[src/rtl/bp_hard_decision_pkg.sv]
// Shared BP decoder definitions: control state encoding and the default
// code geometry used by the processing-element array and its consumers.
package bp_hard_decision_pkg;

   localparam int BP_BIT_N    = 8;
   localparam int BP_N        = 8;
   localparam int BP_MAX_ITER = 40;

   typedef enum logic [1:0] {
      ST_IDLE = 2'd0,
      ST_RUN  = 2'd1,
      ST_DONE = 2'd2
   } bp_state_e;

endpackage

[src/rtl/bp_hard_decision.sv]
// Hard-decision slicer and iteration controller: slices decision LLRs to bits,
// tracks decision stability and halts the BP loop on convergence or MAX_ITER.
module bp_hard_decision
   import bp_hard_decision_pkg::*;
#(
   parameter int BIT_N       = BP_BIT_N,
   parameter int N           = BP_N,
   parameter int MAX_ITER    = BP_MAX_ITER,
   parameter int STABLE_ITER = 3,
   parameter int ITER_W      = 6
) (
   input  logic                 clk,
   input  logic                 rst,
   input  logic                 start,
   input  logic                 llr_valid,
   input  logic [N*BIT_N-1:0]   llr_in,
   output logic                 busy,
   output logic                 halt,
   output logic                 dec_valid,
   output logic [N-1:0]         dec_bits,
   output logic                 early_stop,
   output logic [ITER_W-1:0]    iter_cnt
);

   bp_state_e           state_q, state_d;
   logic [ITER_W-1:0]   iter_q, iter_d;
   logic [ITER_W-1:0]   stable_q, stable_d;
   logic                first_q, first_d;
   logic [N-1:0]        prev_q, prev_d;
   logic [N-1:0]        dec_bits_q, dec_bits_d;
   logic                early_q, early_d;
   logic                dec_valid_q, dec_valid_d;
   logic                busy_q, busy_d;
   logic                halt_q, halt_d;

   logic [N-1:0]        hard;
   logic [ITER_W-1:0]   iter_inc;
   logic [ITER_W-1:0]   stable_nxt;

   // Sign bit is the hard decision; zero slices to 0, most-negative to 1.
   for (genvar i = 0; i < N; i++) begin : g_slice
      assign hard[i] = llr_in[i*BIT_N + BIT_N - 1];
   end

   always_comb begin
      iter_inc   = iter_q + ITER_W'(1);
      stable_nxt = '0;
      if (!first_q && (hard == prev_q)) begin
         stable_nxt = stable_q + ITER_W'(1);
      end
   end

   always_comb begin
      state_d     = state_q;
      iter_d      = iter_q;
      stable_d    = stable_q;
      first_d     = first_q;
      prev_d      = prev_q;
      dec_bits_d  = dec_bits_q;
      early_d     = early_q;
      dec_valid_d = 1'b0;

      // start has priority over any sample in the same cycle, in every state.
      if (start) begin
         state_d    = ST_RUN;
         iter_d     = '0;
         stable_d   = '0;
         first_d    = 1'b1;
         dec_bits_d = '0;
         early_d    = 1'b0;
      end else if ((state_q == ST_RUN) && llr_valid) begin
         iter_d     = iter_inc;
         stable_d   = stable_nxt;
         first_d    = 1'b0;
         prev_d     = hard;
         dec_bits_d = hard;
         if (stable_nxt == ITER_W'(STABLE_ITER)) begin
            state_d     = ST_DONE;
            early_d     = 1'b1;
            dec_valid_d = 1'b1;
         end else if (iter_inc == ITER_W'(MAX_ITER)) begin
            state_d     = ST_DONE;
            early_d     = 1'b0;
            dec_valid_d = 1'b1;
         end
      end

      busy_d = (state_d == ST_RUN);
      halt_d = (state_d == ST_DONE);
   end

   always_ff @(posedge clk or posedge rst) begin
      if (rst) begin
         state_q     <= ST_IDLE;
         iter_q      <= '0;
         stable_q    <= '0;
         first_q     <= 1'b1;
         prev_q      <= '0;
         dec_bits_q  <= '0;
         early_q     <= 1'b0;
         dec_valid_q <= 1'b0;
         busy_q      <= 1'b0;
         halt_q      <= 1'b0;
      end else begin
         state_q     <= state_d;
         iter_q      <= iter_d;
         stable_q    <= stable_d;
         first_q     <= first_d;
         prev_q      <= prev_d;
         dec_bits_q  <= dec_bits_d;
         early_q     <= early_d;
         dec_valid_q <= dec_valid_d;
         busy_q      <= busy_d;
         halt_q      <= halt_d;
      end
   end

   assign busy       = busy_q;
   assign halt       = halt_q;
   assign dec_valid  = dec_valid_q;
   assign dec_bits   = dec_bits_q;
   assign early_stop = early_q;
   assign iter_cnt   = iter_q;

endmodule

[config.mk]
export PLATFORM = sky130hd
export DESIGN_NAME = bp_hard_decision
export DESIGN_NICKNAME = d
export VERILOG_FILES = /design/src/rtl/bp_hard_decision_pkg.sv /design/src/rtl/bp_hard_decision.sv
export SDC_FILE = /design/constraint.sdc
export NUM_CORES = 1
export LEC_CHECK = 0
export BUFFER_PORTS_ARGS = -buffer_cell sky130_fd_sc_hd__buf_2
export CAP_MARGIN = 15
export CORE_UTILIZATION = 30
export DETAILED_ROUTE_END_ITERATION = 10
export HOLD_SLACK_MARGIN = 0.02
export SYNTH_ARGS = -nofsm -noshare
export SYNTH_HDL_FRONTEND = slang
export SYNTH_SLANG_ARGS = --single-unit
export TNS_END_PERCENT = 20
[constraint.sdc]
create_clock -name clk -period 2.4 [get_ports clk]
set_clock_uncertainty 0.1 [all_clocks]
set_input_delay 0.12 -clock clk [delete_from_list [all_inputs] [get_ports clk]]
set_output_delay 0.12 -clock clk [all_outputs]
set_load 0.005 [all_outputs]
==> impl_metrics.tcl <==
set metrics [dict create \
    max_slew_margin_pct 64.2 \
    cts.sinks 35 \
    hp-start "llr_valid" \
    synth_top_area_share_pct 50.0 \
    cts_root_buf "clkbuf_8" \
    die_height_um 77.3 \
    drc_errors 0 \
    htreeDepth 2 \
    final_area_sq_mm 0.00213 \
    hold_viol_final 0 \
    r2r-end "busy" \
    routed_wl_um 3530 \
    area_growth_pct 25.2 \
    yosysWarnings 0 \
    wl_per_cell_um 12.3 \
    worstSetupEndpointType "flop" \
    crit_path_start_kind "input pin" \
    synthArstFlopShare_pct 100 \
    tightest_slew_ns 0.535 \
    cts_setup_buffers 0 \
    wl_met1_um 1650 \
    rsz0062_at_grt "false" \
    dieArea_sq_mm 0.00598 \
    p_leak_nw 0.972 \
    cp.arrival_ns 2.31 \
    critPathBufInv 2 \
    cts_tree "yes" \
    cellPowerDensity_mw_per_mm2 594 \
    cts.clk_slew.worst_paths_ns 0.07 \
    numPortBuffers 29 \
    post_cts_resized 0 \
    syn-cell-area_sq_mm 0.00170 \
    synth-main-ff-cell "dfrtp_1" \
    hold_path_end "busy" \
    dpl_cell_area_sq_mm 0.00194 \
    num_rows 27 \
    drv_cap 0 \
    route.met3.wl_um 112 \
    worst-path-max-fanout 6 \
    crit_slowest_cell "dlygate4sd3_1" \
    grt_pass1_wl_um 5940 \
    hold_depth 3 \
    ys_seq_elements 35 \
    cts_buffers 5 \
    grt_max_degree 36 \
    drv_slew 0 \
    peakVddDrop_v 0.000321 \
    crit_required_ns 2.48 \
    hold_class "input pin to flop" \
    grt_pass1_vias 1281 \
    top_layer "met4" \
    crit_family "simple AND/OR/NAND/NOR gates" \
    drt_iter0_drc 54 \
    gp_congestion 0.762 \
    setup_viol_count_final 0 \
    chipWidth_um 77.3 \
    fin_crit_sh_pct 92.8 \
    path_cells "dlygate4sd3_1, buf_2, xnor2_1, nand3_1, or4_4, or3_1, a41o_1" \
    worstSkewPairLatency_ns 0.29 \
    synth_edf_count 0 \
    nNetsFinal 285 \
    reg2reg_from "prev_q[6]" \
    dr.pass1.iters 4 \
    slowest_delay_ns 0.54 \
    wl_met2_um 1690 \
    fillers 557 \
    drive_gt1_share_pct 25.9 \
    track_usage_pct 12.8 \
    synthTopCellsByCount "36 x nand2_1, 34 x dfrtp_1, 14 x a21oi_1" \
    post-route-min-period_ns 2.23 \
    core_sq_mm 0.00547 \
    clock_path_buffers 2 \
    max_freq_mhz 449 \
    tns_ns 0 \
    rr_worst_depth 5 \
    dp_hpwl_um 2290 \
    vias 1404 \
    synth_largest_area_cell "dfrtp_1" \
    synth_cell_types 34 \
    yosysMostFrequentCell "nand2_1" \
    synth_cells 172 \
    avgSynthCellArea_sq_um 9.89 \
    outcome "completed" \
    synth_area_leaders "dfrtp_1 50%, nand2_1 7.9%, mux2_2 5.3%, a21oi_1 4.1%, xnor2_1 3.6%" \
    yosysSeqAreaShare_pct 51.5 \
    via_per_inst 4.88 \
    path_class "input pin to flop" \
    antenna_cells 0 \
    power_w 0.00127 \
    initial_core_util_pct 31.1 \
    reg2reg_setup_slack_ns 0.25 \
    syn-num-nets 242 \
    ios 86 \
    utilization_pct 38.9 \
    ant_nets 0 \
    whs_ns 0.136 \
    antenna_found_initial 0 \
    grt_overflow_total 0 \
]
what timing repair did:
action / CTS / global route
hold endpoints to repair: 50 / 0
setup endpoints to repair: 0 / 0
hold buffers: 9 / 0
how the worst max path moves through the flow:
stage                     startpoint         end  slack, ns  cells past startpoint
after floorplan            prev_q[7]        busy       0.29                      7
after global placement     prev_q[6]        busy       0.27                      5
after detailed placement   prev_q[6]        busy       0.28                      5
after CTS                 llr_in[55]  state_q[1]       0.19                      7
after global routing      llr_in[63]  state_q[1]       0.11                      7
final                     llr_in[55]        busy       0.17                      7
sequential cells by signal (all words and copies together) (netlist names):
signal	cells
first_q	1
prev_q	8
halt	1
early_stop	1
stable_q	6
iter_cnt	6
dec_bits	8
dec_valid	1
busy	1
state_q	2
where the power goes:
group / switching, W / total, W / internal [W] / leakage, nW
clock network: 0.000211 / 0.000473 / 0.000262 / 0.0515
logic: 0.0000731 / 0.000148 / 0.0000747 / 0.469
registers: 0.0000220 / 0.000645 / 0.000623 / 0.451
total: 0.000306 / 0.00127 / 0.000959 / 0.972
through the flow:
stage,setup slack (ns),instances
after floorplan,0.286,172
after global placement,0.268,271
after detailed placement,0.279,271
after CTS,0.186,288
after global routing,0.109,288
final,0.172,288
cell families (layout without fill, tap and decap cells):
group | Yosys count | in the layout | share of synthesized area, %
AND/OR/NAND/NOR | 71 | 71 | 19.3
flip-flops | 35 | 35 | 51.5
AO/OA/AOI/OAI | 30 | 30 | 11.5
XOR/XNOR | 13 | 13 | 6.69
buffers and inverters | 12 | 56 | 3.53
multiplexers | 9 | 9 | 5.88
adder cells (fa/ha/maj) | 2 | 2 | 1.47
layer usage:
metal	GRT usage, %	vias up
met5	0	-
met4	6.79	0
met3	2.86	7
met2	21.1	25
met1	15.6	692
li1	-	680
final cells by class:
cell class / count / area, sq um / share of cell area, %
flip-flops and latches: 35 / 877 / 41.2
multi-input cells: 125 / 764 / 35.9
repair buffers: 45 / 288 / 13.5
clock buffers: 8 / 100 / 4.70
well taps: 72 / 90.1 / 4.23
inverters: 3 / 11.3 / 0.528
worst register-to-register path, delay by kind of cell (launching register included):
family	cells	cell delay, ns
AND/OR/NAND/NOR	3	1.08
flip-flops	1	0.40
AO/OA/AOI/OAI	1	0.28
XOR/XNOR	1	0.17
cells in the final DEF (no fill, tap or decap), drive strengths merged:
cell,count
nand2,36
buf,36
dfrtp,34
a21oi,14
nor2,12
dlygate4sd3,9
mux2,8
clkbuf,8
xnor2,7
xor2,6
nand3,5
nand4,4
o21ai,3
or4,3
a31o,3
inv,2
and3,2
o22ai,2
a211o,2
nor4,2
a31oi,2
or3,2
nand2b,2
a2bb2oi,2
ha,2
nand3b,1
nand4b,1
clkinv,1
nor2b,1
a311oi,1
a41o,1
mux2i,1
dfstp,1
Power figures use the tool's default switching activity.
